===== config.mk =====
export PLATFORM = sky130hd
export DESIGN_NAME = l2_victim_buffer
export DESIGN_NICKNAME = d
export VERILOG_FILES = /design/src/rtl/l2_victim_buffer.sv
export SDC_FILE = /design/constraint.sdc
export NUM_CORES = 1
export LEC_CHECK = 0
export BUFFER_PORTS_ARGS = -buffer_cell sky130_fd_sc_hd__buf_4
export CAP_MARGIN = 20
export CORE_ASPECT_RATIO = 1.2
export CORE_UTILIZATION = 25
export CTS_CLUSTER_DIAMETER = 60
export DETAILED_ROUTE_END_ITERATION = 6
export PLACE_DENSITY = 0.46
export SLEW_MARGIN = 30
export SYNTH_ARGS = -nofsm -noshare
export SYNTH_HDL_FRONTEND = slang
export SYNTH_SLANG_ARGS = --single-unit

===== constraint.sdc =====
create_clock -name clk -period 29.7 [get_ports clk]
set_input_delay 7.425 -clock clk [delete_from_list [all_inputs] [get_ports clk]]
set_output_delay 7.425 -clock clk [all_outputs]
set_load 0.02 [all_outputs]

===== src/rtl/l2_victim_buffer.sv =====
// Victim write buffer between L2 and memory: FIFO of dirty lines with coalescing.
// Optional read forwarding from buffered lines when L2_VICTIM_FWD_EN is defined.
module l2_victim_buffer #(
    parameter int DEPTH    = 4,
    parameter int s_offset = 5
) (
    input  logic         clk,
    input  logic         rst,
    input  logic         mem_read,
    input  logic         mem_write,
    input  logic [31:0]  mem_address,
    input  logic [255:0] mem_wdata,
    output logic [255:0] mem_rdata,
    output logic         mem_resp,
    output logic         pmem_read,
    output logic         pmem_write,
    output logic [31:0]  pmem_address,
    output logic [255:0] pmem_wdata,
    input  logic [255:0] pmem_rdata,
    input  logic         pmem_resp
);

    localparam int TAG_W = 32 - s_offset;
    localparam int PTR_W = (DEPTH > 1) ? $clog2(DEPTH) : 1;
    localparam int CNT_W = PTR_W + 1;

    typedef enum logic [1:0] {
        IDLE,
        RD_MEM,
        WR_MEM
    } state_t;

    state_t state, state_n;

    logic [DEPTH-1:0] valid;
    logic [TAG_W-1:0] tag_q  [DEPTH];
    logic [255:0]     data_q [DEPTH];
    logic [PTR_W-1:0] head, tail;
    logic [CNT_W-1:0] count;
    logic [TAG_W-1:0] rd_tag;

    logic [TAG_W-1:0] req_tag;
    logic             full;
    logic             w_hit;
    logic [PTR_W-1:0] w_idx;
    logic             head_conflict;
    logic             wr_ok;
    logic             wr_coal;
    logic             wr_alloc;
    logic             pop;
    logic             unused_bits;

    assign req_tag     = mem_address[31:s_offset];
    assign unused_bits = ^mem_address[s_offset-1:0];
    assign full        = (count == CNT_W'(DEPTH));

`ifdef L2_VICTIM_FWD_EN
    logic             r_hit;
    logic [PTR_W-1:0] r_idx;
`endif

    // Scan oldest to youngest so the last match seen is the youngest.
    always_comb begin
        logic [PTR_W-1:0] idx;
        idx           = head;
        w_hit         = 1'b0;
        w_idx         = '0;
        head_conflict = 1'b0;
`ifdef L2_VICTIM_FWD_EN
        r_hit         = 1'b0;
        r_idx         = '0;
`endif
        for (int i = 0; i < DEPTH; i++) begin
            idx = head + PTR_W'(i);
            if (valid[idx] && tag_q[idx] == req_tag) begin
`ifdef L2_VICTIM_FWD_EN
                r_hit = 1'b1;
                r_idx = idx;
`endif
                if (state == WR_MEM && idx == head) begin
                    head_conflict = 1'b1;
                end else begin
                    w_hit = 1'b1;
                    w_idx = idx;
                end
            end
        end
    end

    assign wr_ok    = (state == IDLE || state == WR_MEM) && mem_write
                      && !mem_read && !head_conflict;
    assign wr_coal  = wr_ok && w_hit;
    assign wr_alloc = wr_ok && !w_hit && !full;
    assign pop      = (state == WR_MEM) && pmem_resp;

    always_comb begin
        state_n      = state;
        mem_resp     = 1'b0;
        mem_rdata    = '0;
        pmem_read    = 1'b0;
        pmem_write   = 1'b0;
        pmem_address = '0;
        pmem_wdata   = '0;
        unique case (state)
            IDLE: begin
                if (mem_read) begin
`ifdef L2_VICTIM_FWD_EN
                    if (r_hit) begin
                        mem_resp  = 1'b1;
                        mem_rdata = data_q[r_idx];
                    end else begin
                        state_n = RD_MEM;
                    end
`else
                    // Without forwarding the buffer must be empty first.
                    if (count == '0) state_n = RD_MEM;
                    else             state_n = WR_MEM;
`endif
                end else begin
                    mem_resp = wr_coal || wr_alloc;
                    if (count != '0) state_n = WR_MEM;
                end
            end
            RD_MEM: begin
                pmem_read    = 1'b1;
                pmem_address = {rd_tag, {s_offset{1'b0}}};
                if (pmem_resp) begin
                    mem_resp  = 1'b1;
                    mem_rdata = pmem_rdata;
                    state_n   = IDLE;
                end
            end
            WR_MEM: begin
                pmem_write   = 1'b1;
                pmem_address = {tag_q[head], {s_offset{1'b0}}};
                pmem_wdata   = data_q[head];
                mem_resp     = wr_coal || wr_alloc;
                if (pmem_resp) state_n = IDLE;
            end
            default: state_n = IDLE;
        endcase
    end

    always_ff @(posedge clk) begin
        if (rst) begin
            state  <= IDLE;
            valid  <= '0;
            head   <= '0;
            tail   <= '0;
            count  <= '0;
            rd_tag <= '0;
        end else begin
            state <= state_n;
            if (state == IDLE && state_n == RD_MEM) rd_tag <= req_tag;
            if (wr_alloc) begin
                valid[tail] <= 1'b1;
                tail        <= tail + PTR_W'(1);
            end
            if (pop) begin
                valid[head] <= 1'b0;
                head        <= head + PTR_W'(1);
            end
            count <= count + CNT_W'(wr_alloc) - CNT_W'(pop);
        end
    end

    // Payload storage needs no reset; valid bits gate every use.
    always_ff @(posedge clk) begin
        if (wr_alloc) begin
            tag_q[tail]  <= req_tag;
            data_q[tail] <= mem_wdata;
        end else if (wr_coal) begin
            data_q[w_idx] <= mem_wdata;
        end
    end

endmodule


Yosys cells after proc, flatten, opt, wreduce, memory -nomap -nowiden
Memories as Yosys holds them, arrays and structs flattened. A register that Yosys moved wholly into a read port is not among the register bits.
Cells that the tools add are included.
{"block": "classes", "n_addsub": 6, "reduce_logical": 28, "n_lt_le_gt_ge": 7, "n_bitwise": 3, "eq_ne": 11, "mux": 64}
{"operator": "256-bit 2-to-1 mux", "n": 4}
{"operator": "256-bit OR reduction", "n": 1}
{"operator": "27-bit equality test", "n": 4}
{"operator": "32-bit case mux with 2 select lines", "n": 1}
{"operator": "2-bit 2-to-1 mux", "n": 17}
{"operator": "1-bit 2-to-1 mux", "n": 31}
{"operator": "1-bit logical AND", "n": 17}
{"operator": "2-bit by 3-bit less-than comparator with 1-bit output, second input constant", "n": 5}
{"operator": "4-bit 2-to-1 mux", "n": 3}
{"operator": "1-bit binary-select mux with 2-bit select", "n": 4}
{"operator": "2-bit equality test", "n": 3}
{"operator": "2-bit by 1-bit adder with 2-bit output, second input constant", "n": 2}
{"operator": "2-bit adder, second input constant", "n": 2}
{"operator": "4-bit bitwise AND", "n": 1}
{"operator": "1-bit demux with 2-bit select", "n": 2}
{"operator": "2-bit by 1-bit equality test with 1-bit output, second input constant", "n": 2}
{"operator": "2-bit by 1-bit >= comparator with 1-bit output, second input constant", "n": 2}
{"operator": "1-bit logical NOT", "n": 4}
{"operator": "4-bit NOT", "n": 1}
{"operator": "4-bit bitwise OR", "n": 1}
{"operator": "2-bit case mux with 2 select lines", "n": 1}
{"operator": "3-bit by 1-bit adder with 3-bit output", "n": 1}
{"operator": "3-bit equality test, second input constant", "n": 1}
{"operator": "3-bit logical NOT", "n": 1}
{"operator": "7 further kinds", "n": 8}
{"block": "word_totals", "out_inout_bits": 547, "mem_bits_rw": 1132, "regBits": 40, "n_memories": 2}
{"name": "data_q", "depth": 4, "word_bits": 256, "rd": 1, "rd_clocked_by_memory_dff": 1, "wr": 1, "line": "37", "rtl": "logic [255:0] data_q [DEPTH];"}
{"name": "tag_q", "depth": 4, "word_bits": 27, "rd": 4, "rd_clocked_by_memory_dff": 1, "wr": 1, "line": "36", "rtl": "logic [TAG_W-1:0] tag_q [DEPTH];"}

Depth between registers and ports, before layout
Gate-level depths: netlist of the first run.
{"block": "depth", "ltp_word": 18, "depth_mapped": 24, "depth_no_buf": 19}

Least setup slack after synthesis of the first run
OpenSTA, ideal clock, no wires.
{"block": "synth_timing", "kind": "input to register", "from": "in mem_address[8]", "to": "mem data_q[1][0], enable pin", "required_ns": 28.448, "path_stages": 9, "t_arrival_ns": 27.987, "setup_ns": 1.252, "slack_ns": 0.461, "path_cell_list": "buf_1 -> xnor2_2 -> nand3_1 -> or4b_4 -> a211oi_4 -> and2_2 -> o41ai_4 -> a211o_1 -> a211oi_1"}
{"block": "synth_via", "elab_chain_len": 17}
{"element": "from (decl)", "line": "11", "rtl": "input logic [31:0] mem_address,"}
{"element": "27-bit equality test", "line": "75", "rtl": "if (valid[idx] && tag_q[idx] == req_tag) begin"}
{"element": "1-bit logical AND", "line": "75"}
{"element": "1-bit 2-to-1 mux", "line": "75"}
{"element": "1-bit 2-to-1 mux", "line": "80", "rtl": "if (state == WR_MEM && idx == head) begin"}
{"element": "1-bit 2-to-1 mux", "line": "75"}
{"element": "1-bit 2-to-1 mux", "line": "80"}
{"element": "1-bit 2-to-1 mux", "line": "75"}
{"element": "1-bit 2-to-1 mux", "line": "80"}
{"element": "1-bit 2-to-1 mux", "line": "75"}
{"element": "1-bit logical NOT", "line": "91", "rtl": "&& !mem_read && !head_conflict;"}
{"element": "1-bit logical AND", "line": "91"}
{"element": "1-bit logical AND (on tied branches)", "line": "92, 93"}
{"element": "1-bit 2-to-1 mux / 1-bit logical AND (equally long branches)", "line": "172, 93"}
{"element": "1-bit 2-to-1 mux", "line": "169", "rtl": "if (wr_alloc) begin"}
{"element": "1-bit 2-to-1 mux (not written as such)", "line": "173", "rtl": "data_q[w_idx] <= mem_wdata;"}
{"element": "256-bit OR reduction (no source line)"}
{"element": "2-bit 2-to-1 mux (no source line) / 1-bit 2-to-1 mux (equally long branches)"}
{"element": "to (decl)", "line": "37"}
Several ways; a longest one is shown, not always the timed one.

Worst setup path after layout of the first run
{"block": "layout_timing", "from": "in mem_address[29]", "to": "out mem_resp"}
{"block": "layout_via", "elab_chain_len": 16}
{"element": "27-bit equality test", "line": "75"}
{"element": "1-bit logical AND", "line": "75"}
{"element": "1-bit 2-to-1 mux", "line": "75"}
{"element": "1-bit 2-to-1 mux", "line": "80"}
{"element": "1-bit 2-to-1 mux", "line": "75"}
{"element": "1-bit 2-to-1 mux", "line": "80"}
{"element": "1-bit 2-to-1 mux", "line": "75"}
{"element": "1-bit 2-to-1 mux", "line": "80"}
{"element": "1-bit 2-to-1 mux", "line": "75"}
{"element": "1-bit logical NOT", "line": "91"}
{"element": "1-bit logical AND", "line": "91"}
{"element": "1-bit logical AND (2 in series)", "line": "93", "rtl": "assign wr_alloc = wr_ok && !w_hit && !full;"}
{"element": "1-bit logical OR *", "line": "120, 137"}
{"element": "1-bit 2-to-1 mux", "line": "106", "rtl": "if (mem_read) begin"}
{"element": "1-bit case mux with 3 select lines *", "line": "104", "rtl": "unique case (state)"}
{"element": "to (decl)", "line": "14", "rtl": "output logic mem_resp,"}
Mark *: on every way between the ends. The rest lies on a longest branch, timed or not.

==> flow_metrics.env, run 1 <==
export IMPL_holdWs_ns=0.489
export IMPL_grt_pass1_wl_um=299000
export IMPL_ys_warn_count=0
export IMPL_pin_count=1096
export IMPL_dp_cells=6442
export IMPL_crit_type="in -> out"
export IMPL_final_common_cell="edfxtp_1"
export IMPL_vias_per_cell=4.73
export IMPL_min_path_type="reg -> reg"
export IMPL_gr_total_overflow=0
export IMPL_ir_drop_uv=48.3
export IMPL_io_buffers=1085
export IMPL_p_per_area_nw_per_um2=75.0
export IMPL_grt_antenna_before_repair=131
export IMPL_syn_inst=2875
export IMPL_nets=4493
export IMPL_synth_seq_cells=1174
export IMPL_num_vias=32100
export IMPL_startpoint_type="input port"
export IMPL_grt_usage=0.218
export IMPL_drt_met1_wl_um=74000
export IMPL_die_x_um=414
export IMPL_routed_top_layer="met5"
export IMPL_maxCapViolations=0
export IMPL_start_util=0.251
export IMPL_postSynthAreaPerCell_um2=17.7
export IMPL_dieHeight_um=496
export IMPL_period_minus_slack_ns=17.64
export IMPL_ys_seq_area_frac=0.685
export IMPL_mostFrequentLayoutCells="1132 x edfxtp_1, 1119 x buf_4, 301 x mux4_2"
export IMPL_grt_max_degree=118
export IMPL_synth_edff_count=1132
export IMPL_clk_pin_slew_worst_paths_ns=0.06
export IMPL_cts_sinks=1174
export IMPL_p_leak_nw=24.0
export IMPL_cts_root_buffer="clkbuf_16"
export IMPL_post_route_drc_count=0
export IMPL_status="completed"
export IMPL_cts_made_buffers=135
export IMPL_crit_fanout=12
export IMPL_place_gp_congestion=0.969
export IMPL_drive_above_1_share=0.413
export IMPL_first_global_vias=32700
export IMPL_post_drt_wl_per_cell_um=34.1
export IMPL_syn_to_final_growth_pct=30.9
export IMPL_timing_slew_headroom=0.275
export IMPL_dr_wl_met3_um=25600
export IMPL_first_pass_iters=5
export IMPL_clock_latency_ns=0.80
export IMPL_rsz0062_at_grt="false"
export IMPL_finalSetupViolations=0
export IMPL_dieArea_um2=205000
export IMPL_synthArstFlopShare=0
export IMPL_place_area_um2=61900
export IMPL_hold_violations=0
export IMPL_end_kind="primary output"
export IMPL_design_area_um2=66600
export IMPL_post_cts_buffers=0
export IMPL_fmax_mhz=56.7
export IMPL_wl_met2_um=112000
export IMPL_cts_max_level=4
export IMPL_cts_tree="done"
export IMPL_instances_no_fill=6788
export IMPL_required_ns=22.27
export IMPL_crit_arrival_ns=10.22
export IMPL_drt_wl_total_um=231000
export IMPL_post_route_util=0.329
export IMPL_core_area_um2=202000
export IMPL_finalSetupTns_ns=0
export IMPL_hpwlAfterDp_um=169000
export IMPL_ys_types=88
export IMPL_min_period_over_period=0.594
export IMPL_fin_skew_ns=0.0738
export IMPL_clockBufferDepth=3
export IMPL_tightest_slew_ns=1.09
export IMPL_ant_nets=0
export IMPL_slew_violations=0
export IMPL_fp_row_count=181
export IMPL_ys_flop_type="edfxtp_1"
export IMPL_drt_iter0_drc=2016
export IMPL_cts_resized=0
export IMPL_synthesis_area_um2=50900
export IMPL_cts_hold_buf=0
-- cells by family after synthesis --
group	synth area share
simple gates	0.0871
compound gates	0.0268
other cells	0.0000737
fa+ha+maj	0.00384
buf+inv	0.0212
mux	0.161
xor+xnor	0.0158
flops	0.685
-- registers in the layout, indices dropped and copies added (netlist names), named ones only --
signal,count
state,2
rd_tag,27
tail,2
head,2
count,3
data_q,1024
tag_q,108
valid,4
-- area by class of cell --
type / count / area (µm²)
Tap cell: 2653 / 3320
Sequential cell: 1174 / 34800
Clock inverter: 76 / 873
Antenna cell: 102 / 255
Inverter: 22 / 82.6
Fill cell: 19800 / 136000
Multi-Input combinational cell: 1462 / 15000
Timing Repair Buffer: 1134 / 8670
Clock buffer: 165 / 3490
-- power by group --
part | switching [mW] | total, mW | internal (mW)
Sequential | 0.0389 | 1.98 | 1.94
Combinational | 0.865 | 1.39 | 0.522
Clock | 0.713 | 1.62 | 0.908
-- critical path, stage by stage --
cell and delay, ns:
buf_4 0.19, xnor2_1 0.49, nand4_1 0.34, a2111oi_2 0.58, a41oi_1 0.30, and2_1 0.31
o41ai_4 0.14, a31oi_1 0.20, buf_4 0.22
-- per-layer routing --
metal	vias to the layer above	global-route usage
met3	425	0.0996
met4	58	0.164
met2	1427	0.362
met1	16500	0.211
li1	13700	-
met5	-	0
-- cell usage after synthesis, types with 21 or more instances --
library cell / count / area share
a21oi_1: 31 / 0.0030
a22oi_1: 30 / 0.0044
and2_1: 260 / 0.032
and3_1: 267 / 0.033
buf_1: 21 / 0.0015
buf_2: 25 / 0.0025
clkbuf_1: 155 / 0.011
dfxtp_1: 42 / 0.017
edfxtp_1: 1132 / 0.67
inv_1: 21 / 0.0015
mux2i_1: 121 / 0.024
mux4_2: 301 / 0.13
nand2_1: 40 / 0.0030
nor2_1: 60 / 0.0044
nor2b_1: 30 / 0.0037
o21ai_0: 21 / 0.0021
xnor2_1: 70 / 0.012
-- worst paths after layout --
kind / endpoint / slack (ns) / cells after the start / startpoint
worst min-delay path: rd_tag[2] / 0.49 / 2 / rd_tag[2]
worst max register to register: data_q[1][25] / 21.73 / 16 / head[1]
worst min register to register: rd_tag[2] / 0.49 / 2 / rd_tag[2]
worst max-delay path: mem_resp / 12.06 / 9 / mem_address[29]
-- per-stage QoR --
stage,setup slack [ns],power (mW)
2_1_floorplan,0.461,2.81
3_3_place_gp,12.03,3.42
3_5_place_dp,12.06,3.42
4_1_cts,12.05,5.06
5_1_grt,11.88,5.19
6_report,12.06,4.99
Note: power is estimated with default switching activity, not from simulation.
==> run 2: changes to the inputs <==
ABC_AREA = 1   (was default)
PLACE_DENSITY = 0.45   (was 0.46)
clock period = 16.7 ns   (was 29.7 ns; I/O delays follow)
==> run 2 against run 1 <==
Against the previous run:
- flip-flop and latch count unchanged
- synthesized cell count grew 80%
- synthesized area increased by 1.8%
- core utilization decreased by 0.12 points
- global-route usage grew 0.36 points
- critical path depth up 9
==> flow_metrics.env, run 2 <==
export IMPL_slew_violations=0
export IMPL_postSynthAreaPerCell_um2=10.0
export IMPL_core_area_um2=205000
export IMPL_grt_max_degree=218
export IMPL_post_route_drc_count=0
export IMPL_nets=6689
export IMPL_mostFrequentLayoutCells="1350 x nor2_1, 1132 x edfxtp_1, 1115 x buf_4"
export IMPL_finalSetupViolations=0
export IMPL_die_x_um=418
export IMPL_required_ns=12.52
export IMPL_end_kind="primary output"
export IMPL_worst_path_buf_inv=5
export IMPL_vias_per_cell=4.61
export IMPL_ys_seq_area_frac=0.672
export IMPL_cts_sinks=1174
export IMPL_cts_root_buffer="clkbuf_16"
export IMPL_rsz0062_at_grt="false"
export IMPL_ys_warn_count=0
export IMPL_start_util=0.252
export IMPL_post_cts_buffers=0
export IMPL_synthArstFlopShare=0
export IMPL_cp_top_family="simple AND/OR/NAND/NOR gates"
export IMPL_cts_resized=0
export IMPL_synth_edff_count=1132
export IMPL_dieHeight_um=501
export IMPL_slowest_delay_ns=0.20
export IMPL_cpMaxStageDelayCell="nor2_1"
export IMPL_grt_antenna_before_repair=107
export IMPL_p_leak_nw=26.8
export IMPL_ir_drop_uv=104
export IMPL_p_per_area_nw_per_um2=139
export IMPL_crit_arrival_ns=6.26
export IMPL_pin_count=1096
export IMPL_synthesis_area_um2=51800
export IMPL_drt_iter0_drc=2973
export IMPL_num_vias=41500
export IMPL_cts_hold_buf=0
export IMPL_period_minus_slack_ns=10.43
export IMPL_fin_skew_ns=0.0781
export IMPL_post_drt_wl_per_cell_um=26.7
export IMPL_ant_nets=0
export IMPL_status="completed"
export IMPL_hold_violations=0
export IMPL_syn_inst=5162
export IMPL_drt_wl_total_um=241000
export IMPL_hpwlAfterDp_um=170000
export IMPL_path_cells="buf_4, inv_1, nand3_1, nand2_1, nor2_1, nand2_1, nor2_1, nand2_1, nor2_1, nand2_1, nand2_1, nor2_1, nor2_2, inv_2, nand3_1, nand2_1, inv_1, buf_4"
export IMPL_path_common_cell="nand2_1"
export IMPL_gr_total_overflow=0
export IMPL_startpoint_type="input port"
export IMPL_ys_types=28
export IMPL_crit_fanout=10
export IMPL_crit_type="in -> out"
export IMPL_grt_pass1_wl_um=321000
export IMPL_fp_row_count=182
export IMPL_dieArea_um2=209000
export IMPL_min_path_type="reg -> reg"
export IMPL_ys_flop_type="edfxtp_1"
export IMPL_cts_made_buffers=137
export IMPL_clock_latency_ns=0.79
export IMPL_netlist_top_cells_area="edfxtp_1 66%, nor2_1 9.8%, o21ai_0 5.4%, nand2_1 5.0%, nand3_1 3.3%"
export IMPL_reg_top3="data_q x1024, tag_q x108, rd_tag x27"
export IMPL_cts_max_level=4
export IMPL_grt_usage=0.222
export IMPL_synth_seq_cells=1174
export IMPL_first_global_vias=38900
export IMPL_largest_reg_flops=1024
export IMPL_synth_top_area_cell="edfxtp_1"
export IMPL_clockBufferDepth=3
export IMPL_min_period_over_period=0.625
export IMPL_fmax_mhz=95.9
export IMPL_cts_tree="done"
export IMPL_first_pass_iters=6
export IMPL_clk_pin_slew_worst_paths_ns=0.05
export IMPL_place_gp_congestion=0.924
export IMPL_timing_slew_headroom=0.201
export IMPL_syn_to_final_growth_pct=29.9
export IMPL_final_common_cell="nor2_1"
export IMPL_yosys_top_cells_count="1354 x nor2_1, 1132 x edfxtp_1, 689 x nand2_1"
export IMPL_tightest_slew_ns=1.20
export IMPL_maxCapViolations=0
export IMPL_io_buffers=1085
export IMPL_finalSetupTns_ns=0
export IMPL_largest_register="data_q"
export IMPL_holdWs_ns=0.444
export IMPL_synth_top_cell_area_share=0.656
export IMPL_drive_above_1_share=0.216
export IMPL_yosysMostFrequentCell="nor2_1"
[run 2: cell count changes after synthesis, moves of 30 or more]
cell      previous run  this run
o21ai_0             21       559
and2_1             260         0
nand3_1             17       341
mux4_2             301         0
a21oi_1             31       321
a22oi_1             30         0
xnor2_1             70         0
mux2i_1            121         0
nand2_1             40       689
inv_1               21       348
and3_1             267         0
nor2b_1             30         0
nor2_1              60      1354
clkbuf_1           155       214
[run 2: stage by stage]
stage / instance area [µm²] / power [mW] / setup WS (ns) / util / instances
floorplan: 51800 / 5.18 / -0.119 / - / 5166
global placement: 62600 / 6.45 / 6.23 / 0.305 / 8741
detailed placement: 62600 / 6.46 / 6.27 / 0.305 / 8742
CTS: 67100 / 9.43 / 6.27 / 0.327 / 8983
global route: 67200 / 9.78 / 6.06 / 0.327 / 8992
finish: 67300 / 9.34 / 6.27 / 0.328 / 9014
[run 2: kinds of logic (layout without fill, tap and decap cells)]
family                     count (synthesis)  in the layout  share of synthesized area
other                                      1             32                  0.0000724
DFF                                     1174           1174                      0.672
adders and majority gates                 15             15                    0.00377
and+or+nand+nor                         2406           2406                      0.184
AOI/OAI and AO/OA                        889            889                     0.0860
xor gates and xnor gates                  13             13                    0.00220
buffers and inverters                    664           1725                     0.0517
[run 2: cell type report]
cell class / count / area [µm²]
antenna: 27 / 67.6
fill: 21100 / 138000
clock inverter: 67 / 836
multi-input combinational: 3328 / 14400
inverter: 352 / 1360
tap: 2760 / 3450
sequential: 1174 / 34800
timing repair buffer: 1132 / 8730
clock buffer: 174 / 3660
[run 2: path summary, 6_finish.rpt]
| path | startpoint | endpoint | slack (ns) | cells after the start |
|---|---|---|---|---|
| worst min register to register | rd_tag[26] | rd_tag[26] | 0.44 | 2 |
| worst min-delay path | rd_tag[26] | rd_tag[26] | 0.44 | 2 |
| worst max register to register | head[0] | data_q[3][251] | 9.45 | 21 |
| worst max-delay path | mem_address[17] | mem_resp | 6.27 | 18 |
[run 2: power by group]
group	leakage (nW)	total, mW	internal, mW	switching, mW
Sequential	10.6	3.58	3.50	0.0852
Combinational	14.0	2.80	0.801	2.00
Clock	2.15	2.96	1.68	1.28
[run 2: worst min-delay path, stage by stage (launching register included)]
cell and delay [ns]:
dfxtp_1 0.30, inv_1 0.05, a21oi_1 0.05
[run 2: metal layers]
metal	track usage	routed length [µm]	part of all wire	vias to the layer above
met5	0	377	0.0016	-
met4	0.0823	9530	0.040	56
met3	0.107	27900	0.12	357
met2	0.336	106000	0.44	1684
met1	0.270	96400	0.40	20100
li1	-	-	-	19400
